$ cat src/rtl/switch_debouncer.sv
// Two-flop synchronizer plus per-bit stability counter for slide switches.
// Ports: clk_clk, reset_reset_n (async low), sw_raw in; sw_stable/rise/fall, ready out.
module switch_debouncer #(
  parameter int WIDTH           = 4,
  parameter int DEBOUNCE_CYCLES = 1000000,
  parameter int CNT_W           = $clog2(DEBOUNCE_CYCLES)
) (
  input  logic             clk_clk,
  input  logic             reset_reset_n,
  input  logic [WIDTH-1:0] sw_raw,
  output logic [WIDTH-1:0] sw_stable,
  output logic [WIDTH-1:0] sw_rise,
  output logic [WIDTH-1:0] sw_fall,
  output logic             ready
);

  typedef enum logic [1:0] {
    INIT0,
    INIT1,
    LOAD,
    RUN
  } state_t;

  localparam logic [CNT_W-1:0] CNT_MAX =
    CNT_W'(DEBOUNCE_CYCLES - 1);
  localparam logic [CNT_W-1:0] CNT_ONE = CNT_W'(1);

  state_t state;
  state_t state_nx;
  logic   load;
  logic   run;

  logic [WIDTH-1:0] sync1;
  logic [WIDTH-1:0] sync2;
  logic [WIDTH-1:0] diff;
  logic [WIDTH-1:0] hit;
  logic [CNT_W-1:0] cnt [WIDTH];

  always_ff @(posedge clk_clk or negedge reset_reset_n) begin
    if (!reset_reset_n) begin
      state <= INIT0;
    end else begin
      state <= state_nx;
    end
  end

  always_comb begin
    state_nx = state;
    load     = 1'b0;
    run      = 1'b0;
    unique case (state)
      INIT0: state_nx = INIT1;
      INIT1: state_nx = LOAD;
      LOAD: begin
        state_nx = RUN;
        load     = 1'b1;
      end
      RUN: run = 1'b1;
      default: state_nx = INIT0;
    endcase
  end

  // A bit is accepted on the edge where its mismatch run reaches the window.
  always_comb begin
    diff = sync2 ^ sw_stable;
    hit  = '0;
    for (int i = 0; i < WIDTH; i++) begin
      hit[i] = diff[i] && (cnt[i] == CNT_MAX);
    end
  end

  always_ff @(posedge clk_clk or negedge reset_reset_n) begin
    if (!reset_reset_n) begin
      sync1     <= '0;
      sync2     <= '0;
      sw_stable <= '0;
      sw_rise   <= '0;
      sw_fall   <= '0;
      ready     <= 1'b0;
      for (int i = 0; i < WIDTH; i++) begin
        cnt[i] <= '0;
      end
    end else begin
      sync1   <= sw_raw;
      sync2   <= sync1;
      sw_rise <= '0;
      sw_fall <= '0;
      if (load) begin
        sw_stable <= sync2;
        ready     <= 1'b1;
        for (int i = 0; i < WIDTH; i++) begin
          cnt[i] <= '0;
        end
      end else if (run) begin
        for (int i = 0; i < WIDTH; i++) begin
          if (hit[i]) begin
            sw_stable[i] <= sync2[i];
            sw_rise[i]   <= sync2[i];
            sw_fall[i]   <= ~sync2[i];
            cnt[i]       <= '0;
          end else if (diff[i]) begin
            cnt[i] <= cnt[i] + CNT_ONE;
          end else begin
            cnt[i] <= '0;
          end
        end
      end
    end
  end

endmodule

$ cat config.mk
export PLATFORM = sky130hd
export DESIGN_NAME = switch_debouncer
export DESIGN_NICKNAME = d
export VERILOG_FILES = /design/src/rtl/switch_debouncer.sv
export SDC_FILE = /design/constraint.sdc
export NUM_CORES = 1
export LEC_CHECK = 0
export BUFFER_PORTS_ARGS = -buffer_cell sky130_fd_sc_hd__clkbuf_2
export CAP_MARGIN = 15
export CORE_UTILIZATION = 30
export DETAILED_ROUTE_END_ITERATION = 10
export PLACE_DENSITY = 0.54
export SLEW_MARGIN = 15
export SYNTH_ARGS = -nofsm -noshare
export SYNTH_HDL_FRONTEND = slang
export SYNTH_SLANG_ARGS = --single-unit
$ cat constraint.sdc
create_clock -name clk_clk -period 2.02 [get_ports clk_clk]
set_input_delay 0.404 -clock clk_clk [delete_from_list [all_inputs] [get_ports clk_clk]]
set_output_delay 0.404 -clock clk_clk [all_outputs]
set_load 0.02 [all_outputs]
==> results of run 1 <==
==> cells in the final DEF (no fill, tap or decap), types with 3 or more instances in the layout <==
master / netlist / routed
a21o_1: 3 / 3
a21oi_1: 46 / 46
a21oi_2: 3 / 3
a22o_1: 8 / 8
a31oi_1: 47 / 47
a41oi_1: 12 / 12
and2_1: 7 / 7
and3_1: 13 / 11
and4_1: 7 / 7
buf_12: 0 / 5
buf_4: 0 / 59
buf_6: 3 / 5
clkbuf_16: 0 / 9
clkbuf_2: 0 / 17
dfrtp_1: 103 / 103
ha_1: 8 / 5
ha_2: 0 / 3
inv_1: 13 / 12
mux2_2: 7 / 7
mux2i_1: 8 / 8
nand2_1: 54 / 54
nand2b_1: 13 / 13
nand3_1: 42 / 41
nand4_1: 16 / 16
nor2_1: 29 / 26
nor2_2: 0 / 3
nor2b_1: 8 / 7
nor3_1: 16 / 16
nor3b_1: 6 / 6
nor4_1: 7 / 6
nor4b_1: 6 / 5
o21ai_0: 17 / 17
o2bb2ai_1: 4 / 4
o31a_1: 3 / 3
or2b_1: 5 / 5
xnor2_1: 4 / 4
==> cell usage after synthesis, drive strengths merged, types with 12 or more instances <==
master	count
clkbuf	15
dfrtp	103
a21oi	49
inv	13
a41oi	12
nor3	17
nand3	42
nand2b	13
a31oi	47
nand4	16
o21ai	18
nor2	29
and3	13
buf	14
nand2	55
==> worst paths after layout <==
path	startpoint	to	slack, ns	depth (start not counted)
max in group asynchronous	reset_reset_n	cnt[30]	1.43	2
hold reg to reg	sync1[1]	sync2[1]	0.34	0
hold / removal	reset_reset_n	cnt[47]	0.02	1
min in group clk_clk	sw_raw[2]	sync1[2]	0.15	1
setup / recovery	cnt[70]	cnt[77]	0.04	6
setup reg to reg	cnt[70]	cnt[77]	0.04	6
==> sequential cells by signal, indices dropped and copies added (netlist names) <==
signal and flops:
state 2, sw_rise 4, sync1 4, sw_fall 4, sw_stable 4, ready 1, cnt 80, sync2 4
==> metal layers <==
| layer | vias up | track usage [%] |
|---|---|---|
| li1 | 2272 | - |
| met1 | 2276 | 19.08 |
| met2 | 76 | 25.03 |
| met3 | 11 | 3.915 |
| met4 | 0 | 4.753 |
| met5 | - | 0 |
==> cells by family after synthesis <==
kind of cell / share of synthesized area (%)
AND/OR/NAND/NOR: 23.39
AO/OA/AOI/OAI: 19.41
flip-flops: 47.95
buffers and inverters: 3.608
multiplexers: 2.956
adder cells (fa/ha/maj): 1.862
XOR/XNOR: 0.8147
==> critical path: cells and delay by family (launching register included) <==
kind                   cells  cell delay (ns)
AO/OA/AOI/OAI              2             0.68
buffers and inverters      1             0.19
flip-flops                 1             0.39
AND/OR/NAND/NOR            3             0.61
==> through the flow <==
step,power [W],area [um2]
4_1_cts,0.004661,6481
3_3_place_gp,0.002724,6147
6_report,0.004614,6569
2_1_floorplan,0.002545,5380
5_1_grt,0.004830,6569
3_5_place_dp,0.002747,6147
==> power by group through the flow <==
stage | Combinational, W | Sequential, W | Clock (W)
2_1_floorplan | 0.000278 | 0.00227 | 0
3_3_place_gp | 0.000461 | 0.00226 | 0
3_5_place_dp | 0.000478 | 0.00227 | 0
4_1_cts | 0.000482 | 0.00223 | 0.00195
5_1_grt | 0.000562 | 0.00224 | 0.00202
6_report | 0.000498 | 0.00223 | 0.00189
==> area by class of cell <==
class | count | share of cell area [%]
clock inverters | 5 | 1.238
clock buffers | 11 | 3.543
well taps | 225 | 4.286
flip-flops and latches | 103 | 39.24
inverters | 13 | 0.7429
repair buffers | 86 | 10.42
multi-input cells | 424 | 40.53
==> what timing repair did <==
action | in CTS | in global routing
pin swaps | 0 | 5
setup buffers | 1 | 4
setup endpoints to repair | 1 | 34
cloned | 0 | 1
resized for setup | 3 | 16
==> run metrics, run 1 <==
Worst Path Arrival=~2.2 ns; ANT nets after route=0; synth warn=0; initial antenna violation count=0; Placer Congestion=just over 0.8; fin. max-slew vios=0; DR WL met3=~470 um; Worst-Margin Slew=roughly 0.64 ns; Startpoint Class=register; Final min period=a little under 2 ns; Syn Inst Count=~570; Crit path largest cell delay=around 0.47 ns; CP Class=register to register; global-route wire length before repair=21.87 mm; NetSw=roughly 0.0012 W; Syn Std Cell Area=about 5400 um2; Die W=around 140 um; CTS tree=yes; clk buf depth=2; TritonRoute pass-1 iters=6; total gr overflow=0; syn avg cell area=around 9.4 um2; cell internal pwr=roughly 0.0035 W; number of global-route vias before repair=approximately 4500; Storage cell area=2577 um2; run status=completed; Avg WL per Cell=15.03 um; hpwl dp=8.961 mm; worst min path class=primary input to asynchronous set/reset pin; Power Density=702.5 nW/um2; Sw Share=between 20 and 25%; IO Port Bufs=18; GRT Total Usage=between 15 and 20%; leakage=2.855 nW; Core Box Area=approximately 17000 um2; Initial Util=roughly 31%; ranking of synthesized cells by area=dfrtp_1 (48%), a31oi_1 (5.5%), a21oi_1 (4.3%), nand3_1 (3.9%), nand2_1 (3.8%); max_cap viols=0; slowest stage cell, crit path=o41a_1; CTS Sinks=~100; Clock transition at path regs=around 0.070 ns; Mapped Nets=just under 600; Final Hold Vio Count=0; post-placement cell count=845; cts hold-fix bufs=0; H-tree Lvls=3; Sequential Power Share=48.3%; I/O pin total=19; Die Y=135.9 um; DR WL met2=6.324 mm; layout cells sized above 1=around 21%; Comb pwr share=approximately 11%; top cell type's share of synthesized area=47.95%; Synth Register Bits=103; skew final=between 0.005 and 0.006 ns; area of the multi-input gates=2663 um2; Peak supply drop=between 0.4 and 0.5 mV; ys flop type=dfrtp_1; Vias=4635; CTS Buf Count=9; cell chain of the critical path=nor4b_2, nand2_1, o41a_1, buf_4, and3_1, a211o_1; routed vias/inst=about 5.3; RSZ-0062 raised after global routing=true; final worst-path cycle share=between 90% and 100%; Fmax achieved=just over 500 MHz; Non-Filler Instances=approximately 870; slack of the critical path=about 0.037 ns; DIE AREA=approximately 18000 um2; nets=roughly 650; Place WS=-0.01051 ns; Clk pwr share=around two fifths; Total Wirelength=approximately 13 mm; area leader, netlist=dfrtp_1; fin util=a little under two fifths; M1 wire length=6.105 mm; DRC viols=0; setup_tns=0 ns; Post-synth EDFFs=0; largest net degree at the start of global routing=38; initial DRC count=between 300 and 400; Clk Latency, worst-skew pair=0.35 ns; fill cell count=roughly 1800; critical path required time=approximately 2.3 ns; Crit. End Element=register; register area share after synthesis=between 40% and 50%; final hold slack=between 0.015 and 0.02 ns; Worst slew margin=57.20%; Root Buffer=clkbuf_16; Async SR Flop Fraction=100.0%; Highest Signal Layer=met4; area grow syn2layout=22.21%; Std-Cell Rows=48; crit path max fanout=10; final setup violating endpoints=0; Netlist cell types=51; antenna diode count=0
Power figures use the tool's default switching activity.
==> run 2: changes to the inputs <==
- GPL_TIMING_DRIVEN: not set -> 0
==> run metrics, run 2 (synthesis results as in run 1) <==
max reg flops=80 (unchanged); worst min path class=primary input to register (was primary input to asynchronous set/reset pin); final setup violating endpoints=3 (was 0); Highest Signal Layer=met4 (unchanged); Initial Util=30.86% (unchanged); Final Hold Vio Count=0 (unchanged); DIE AREA=18460 um2 (unchanged); Power Density=700.1 nW/um2 (was 702.5 nW/um2); Startpoint Class=register (unchanged); Crit. End Element=register (unchanged); Comb pwr share=12.3% (was 10.8%); Placer Congestion=0.8447 (was 0.8239); Clk pwr share=40.4% (was 40.9%); fill cell count=1704 (was 1756); Worst-Margin Slew=0.7191 ns (was 0.6362 ns); IO Port Bufs=18 (unchanged); CTS tree=yes (unchanged); Top delay family on crit path=simple AND/OR/NAND/NOR gates (was compound AO/OA/AOI/OAI gates); antenna diode count=0 (unchanged); run status=complete, but fails checks (was completed); H-tree Lvls=3 (unchanged); Core Box Area=17420 um2 (unchanged); Sw Share=24.64% (was 24.96%); Vias=4728 (was 4635); Total Power=0.004755 W (was 0.004614 W); RSZ-0062 raised after global routing=true (unchanged); Critical R2R Capture=cnt[57] (was cnt[77]); commonest cells after routing, fill and taps aside=dfrtp_1 (95), nand2_1 (54), buf_4 (50) (was dfrtp_1 (103), buf_4 (59), nand2_1 (54)); ANT nets after route=0 (unchanged); crit path max fanout=8 (was 10); CP Buf/Inv Count=2 (was 1); Sequential Power Share=47.3% (was 48.3%); total gr overflow=0 (unchanged); I/O pin total=19 (unchanged); slowest stage cell, crit path=or4b_4 (was o41a_1); Worst slew margin=51.62% (was 57.20%); Fmax achieved=480.8 MHz (was 504.3 MHz); Final min period=2.080 ns (was 1.983 ns); leading cell type in the layout, fill and taps excluded=dfrtp_1 (unchanged); DR WL met3=438 um (was 472 um); final instance area=6793 um2 (was 6569 um2); worst r2r src=cnt[57] (was cnt[70]); routed vias/inst=5.403 (was 5.346); Avg WL per Cell=16.21 um (was 15.03 um); DRC viols=0 (unchanged); r2r worst-path depth=7 (was 6); Clock transition at path regs=0.07 ns (about the same); Root Buffer=clkbuf_16 (unchanged); Total Wirelength=14.19 mm (was 13.03 mm); leakage=2.925 nW (was 2.855 nW); Crit path depth=7 (was 6); layout cells sized above 1=24.77% (was 20.72%); hpwl dp=8.916 mm (was 8.961 mm); Clk Latency, worst-skew pair=0.35 ns (about the same); worst setup path end=cnt[57] (was cnt[77]); initial antenna violation count=0 (unchanged); critical path required time=2.25 ns (was 2.26 ns); nets=659 (was 651); CP Class=register to register (unchanged); area of the multi-input gates=2818 um2 (was 2663 um2); NetSw=0.001172 W (was 0.001152 W); Critical path origin=cnt[57] (was cnt[70]); slack of the critical path=-0.06000 ns (was 0.03706 ns); fin. max-slew vios=0 (unchanged); Die Y=135.9 um (unchanged); DR WL met2=6.960 mm (was 6.324 mm); Std-Cell Rows=48 (unchanged); final worst-path cycle share=103.0% (was 98.17%); Top reg by flops=cnt (unchanged); Storage cell area=2587 um2 (was 2577 um2); Peak supply drop=0.4499 mV (was 0.4078 mV); CTS Buf Count=9 (unchanged); Die W=135.9 um (unchanged); worst hold stages=1; cell chain of the critical path=and3_4, or4b_4, o31a_1, buf_6, buf_12, a41oi_1, a31oi_1 (was nor4b_2, nand2_1, o41a_1, buf_4, and3_1, a211o_1); CTS Sinks=103 (unchanged); number of global-route vias before repair=4527 (was 4513); initial DRC count=238 (was 336); cell internal pwr=0.003584 W (was 0.003463 W); global-route wire length before repair=23.05 mm (was 21.87 mm); clk buf depth=2 (unchanged); Crit path largest cell delay=0.46 ns (was 0.47 ns); M1 wire length=6.577 mm (was 6.105 mm); max_cap viols=0 (unchanged); Non-Filler Instances=875 (was 867); post-placement cell area=5788 um2 (was 6147 um2); post-placement cell count=813 (was 845); skew final=0.006594 ns (was 0.005115 ns); area grow syn2layout=26.37% (was 22.21%); Worst Path Arrival=2.31 ns (was 2.23 ns); GRT Total Usage=15.89% (was 15.08%); TritonRoute pass-1 iters=5 (was 6); largest net degree at the start of global routing=64 (was 38); setup slack, reg-to-reg=-0.06 ns (was 0.04 ns); failing checks=negative setup slack
run 2: cell types whose count changed in the layout (fill, tap and decap cells not counted), sizes merged:
| cell | delta |
|---|---|
| buf | -5 |
| clkinvlp | -1 |
| clkbuf | +14 |
| dlygate4sd3 | +1 |
| inv | -1 |
run 2: metal layers:
layer / up-vias / track usage [%]
met2: 93 / 26.39
met4: 0 / 6.111
met3: 15 / 2.461
li1: 2290 / -
met5: - / 0
met1: 2330 / 20.74
run 2: power groups by stage:
stage	combinational [W]	sequential [W]	clock [W]
final	0.000584	0.00225	0.00192
after floorplan	0.000278	0.00227	0
after detailed placement	0.000419	0.00228	0
after CTS	0.000503	0.00224	0.00197
after global placement	0.000399	0.00228	0
after global routing	0.000644	0.00226	0.00205
run 2: final cells by class:
class,count,share of cell area (%)
Clock buffer,13,3.831
Inverter,13,0.7184
Clock inverter,3,0.9578
Timing Repair Buffer,70,7.976
Tap cell,225,4.144
Sequential cell,103,38.09
Multi-Input combinational cell,424,41.48
Buffer,24,2.800
run 2: worst reg2reg max path, delay by kind of cell, from the launching register on:
kind            cells  cell delay, ns
simple gates        2            0.65
compound gates      3            0.65
buf+inv             2            0.29
flops               1            0.35
run 2: worst min-delay path by stage:
stage / endpoint / slack, ns / start
floorplan: cnt[0] / 0.11 / reset_reset_n
global placement: sync2[3] / 0.33 / sync1[3]
detailed placement: sync2[3] / 0.34 / sync1[3]
CTS: sync1[2] / 0.15 / sw_raw[2]
global route: sync1[3] / 0.15 / sw_raw[3]
finish: sync1[2] / 0.16 / sw_raw[2]
run 2: what timing repair did:
action                     in CTS  in global routing
pin swaps                       5                 15
setup buffers                  19                 29
resized for setup              40                 40
gates cloned                    0                  2
hold buffers                    1                  0
hold endpoints to repair       40                  0
setup endpoints to repair      80                 69
run 2: metrics by stage:
stage | utilization (%) | TNS, ns | worst slack [ns] | hold slack, ns
global route | 39.00 | -1.145 | -0.1402 | 0.1506
CTS | 36.77 | -0.006452 | -0.005181 | 0.1478
detailed placement | 33.23 | -43.27 | -0.7173 | 0.3358
global placement | 33.02 | -132.14 | -0.9051 | 0.3341
floorplan | - | 0 | 0.001139 | 0.1084
finish | 39.00 | -0.1369 | -0.06000 | 0.1603
==> run 3: changes to the inputs <==
- PLACE_DENSITY: 0.54 -> not set
==> run metrics, run 3 (synthesis results as in run 1) <==
run status=complete, but fails checks (unchanged); failing checks=negative hold slack, negative setup slack (was negative setup slack); CTS Sinks=103 (unchanged); GRT met1 Usage=20.50% (was 20.74%); RSZ-0062 raised after global routing=true (unchanged); final hold slack=-0.002389 ns (was 0.1603 ns); nets=655 (was 659); layout cells sized above 1=26.05% (was 24.77%); Fmax achieved=483.0 MHz (was 480.8 MHz); Worst slew margin=46.91% (was 51.62%); final setup violating endpoints=6 (was 3); Worst Path Arrival=2.31 ns (about the same); GRT Total Usage=16.13% (was 15.89%); TritonRoute pass-1 iters=5 (unchanged); Worst-Margin Slew=0.7891 ns (was 0.7191 ns); CP Buf/Inv Count=1 (was 2); Core Box Area=17420 um2 (unchanged); ANT nets after route=0 (unchanged); initial DRC count=471 (was 238); IO Port Bufs=18 (unchanged); Sw Share=25.75% (was 24.64%); Power Density=675.2 nW/um2 (was 700.1 nW/um2); met3 usage=4.288% (was 2.461%); Placer Congestion=0.8886 (was 0.8447); max_cap viols=0 (unchanged); NetSw=0.001175 W (was 0.001172 W); hpwl dp=9.092 mm (was 8.916 mm); GRT met2 Usage=26.22% (was 26.39%); initial antenna violation count=0 (unchanged); leakage=2.905 nW (was 2.925 nW); Peak supply drop=0.4686 mV (was 0.4499 mV); commonest cells after routing, fill and taps aside=dfrtp_1 (94), nand2_1 (54), a31oi_1 (47) (was dfrtp_1 (95), nand2_1 (54), buf_4 (50)); crit path max fanout=5 (was 8); Final min period=2.070 ns (was 2.080 ns); Die Y=135.9 um (unchanged); Crit. End Element=register (unchanged); Sequential Power Share=49.4% (was 47.3%); cts hold-fix bufs=0 (was 1); CP Class=register to register (unchanged); critical path required time=2.26 ns (was 2.25 ns); Total Wirelength=14.61 mm (was 14.19 mm); cell internal pwr=0.003387 W (was 0.003584 W); DIE AREA=18460 um2 (unchanged); max reg flops=80 (unchanged); Comb pwr share=13.2% (was 12.3%); global-route wire length before repair=23.43 mm (was 23.05 mm); Top reg by flops=cnt (unchanged); final worst-path cycle share=102.5% (was 103.0%); Root Buffer=clkbuf_16 (unchanged); total gr overflow=0 (unchanged); DRC viols=0 (unchanged); leading cell type in the layout, fill and taps excluded=dfrtp_1 (unchanged); Startpoint Class=register (unchanged); CTS Buf Count=9 (unchanged); Total Power=0.004561 W (was 0.004755 W); I/O pin total=19 (unchanged); Initial Util=30.86% (unchanged); fin. max-slew vios=0 (unchanged); CTS tree=yes (unchanged); largest net degree at the start of global routing=54 (was 64); area grow syn2layout=25.68% (was 26.37%); Avg WL per Cell=16.79 um (was 16.21 um); post-placement cell area=5788 um2 (unchanged); post-placement cell count=813 (unchanged); Die W=135.9 um (unchanged); Top delay family on crit path=simple AND/OR/NAND/NOR gates (unchanged); Final Hold Vio Count=2 (was 0); cell chain of the critical path=and3_4, or4b_4, o31a_1, buf_6, and3_4, a221o_1 (was and3_4, or4b_4, o31a_1, buf_6, buf_12, a41oi_1, a31oi_1); Clk pwr share=37.4% (was 40.4%); Clock transition at path regs=0.07 ns (about the same); slowest stage cell, crit path=or4b_4 (unchanged); Vias=4929 (was 4728); Std-Cell Rows=48 (unchanged); Non-Filler Instances=870 (was 875); slack of the critical path=-0.05019 ns (was -0.06000 ns); final instance area=6755 um2 (was 6793 um2); skew final=0.006154 ns (was 0.006594 ns); worst min path class=primary input to asynchronous set/reset pin (was primary input to register); routed vias/inst=5.666 (was 5.403); GR peak layer=met2 (unchanged); antenna diode count=0 (unchanged); Clk Latency, worst-skew pair=0.36 ns (was 0.35 ns); number of global-route vias before repair=4666 (was 4527); clk buf depth=2 (unchanged); Crit path largest cell delay=0.46 ns (about the same); CP most frequent cell=and3_4; H-tree Lvls=3 (unchanged)
[run 3: layout make-up]
type | instances | area (um2)
fill | 1720 | 10660
multi-input combinational | 424 | 2863
sequential | 103 | 2589
timing repair buffer | 68 | 508.0
tap | 225 | 281.5
clock buffer | 11 | 232.7
buffer | 22 | 185.2
inverter | 13 | 48.80
clock inverter | 4 | 47.55
[run 3: worst paths after layout]
check                      cells after the start  slack [ns]           from        to
max in group asynchronous                      2        1.40  reset_reset_n   cnt[66]
setup reg to reg                               6       -0.05        cnt[58]   cnt[48]
hold reg to reg                                0        0.35       sync1[1]  sync2[1]
setup / recovery                               6       -0.05        cnt[58]   cnt[48]
min in group clk_clk                           1        0.16      sw_raw[0]  sync1[0]
hold / removal                                 1      -0.002  reset_reset_n  state[1]
[run 3: stage by stage]
step | TNS (ns) | hold slack [ns] | worst slack, ns | utilization (%)
5_1_grt | -1.146 | 0.03154 | -0.09932 | 38.79
3_5_place_dp | -46.07 | 0.3347 | -0.8149 | 33.23
3_3_place_gp | -125.49 | 0.3350 | -0.8487 | 33.02
2_1_floorplan | 0 | 0.1084 | 0.001139 | -
6_report | -0.1232 | -0.002389 | -0.05019 | 38.79
4_1_cts | 0 | 0.01513 | 0.002474 | 36.67
[run 3: power by group through the flow]
stage / Combinational, W / Clock (W) / Sequential (W)
2_1_floorplan: 0.000278 / 0 / 0.00227
3_3_place_gp: 0.000394 / 0 / 0.00228
3_5_place_dp: 0.000418 / 0 / 0.00229
4_1_cts: 0.000522 / 0.00176 / 0.00224
5_1_grt: 0.000662 / 0.00184 / 0.00227
6_report: 0.000601 / 0.00171 / 0.00225
[run 3: timing repair]
item	4_1_cts	5_1_grt
pin swaps	4	17
cloned	0	4
resized for setup	41	57
hold endpoints to repair	0	0
buffers inserted	22	23
endpoints found under the setup margin	79	73
[run 3: worst reg2reg max path: stages, from the launching register on]
cell	delay, ns
dfrtp_1	0.37
and3_4	0.20
or4b_4	0.46
o31a_1	0.37
buf_6	0.15
and3_4	0.15
a221o_1	0.25
[run 3: layer usage]
layer	routed length [um]	share of wire (%)
met1	6541	45
met2	6966	48
met3	745	5.1
met4	355	2.4
met5	0	0
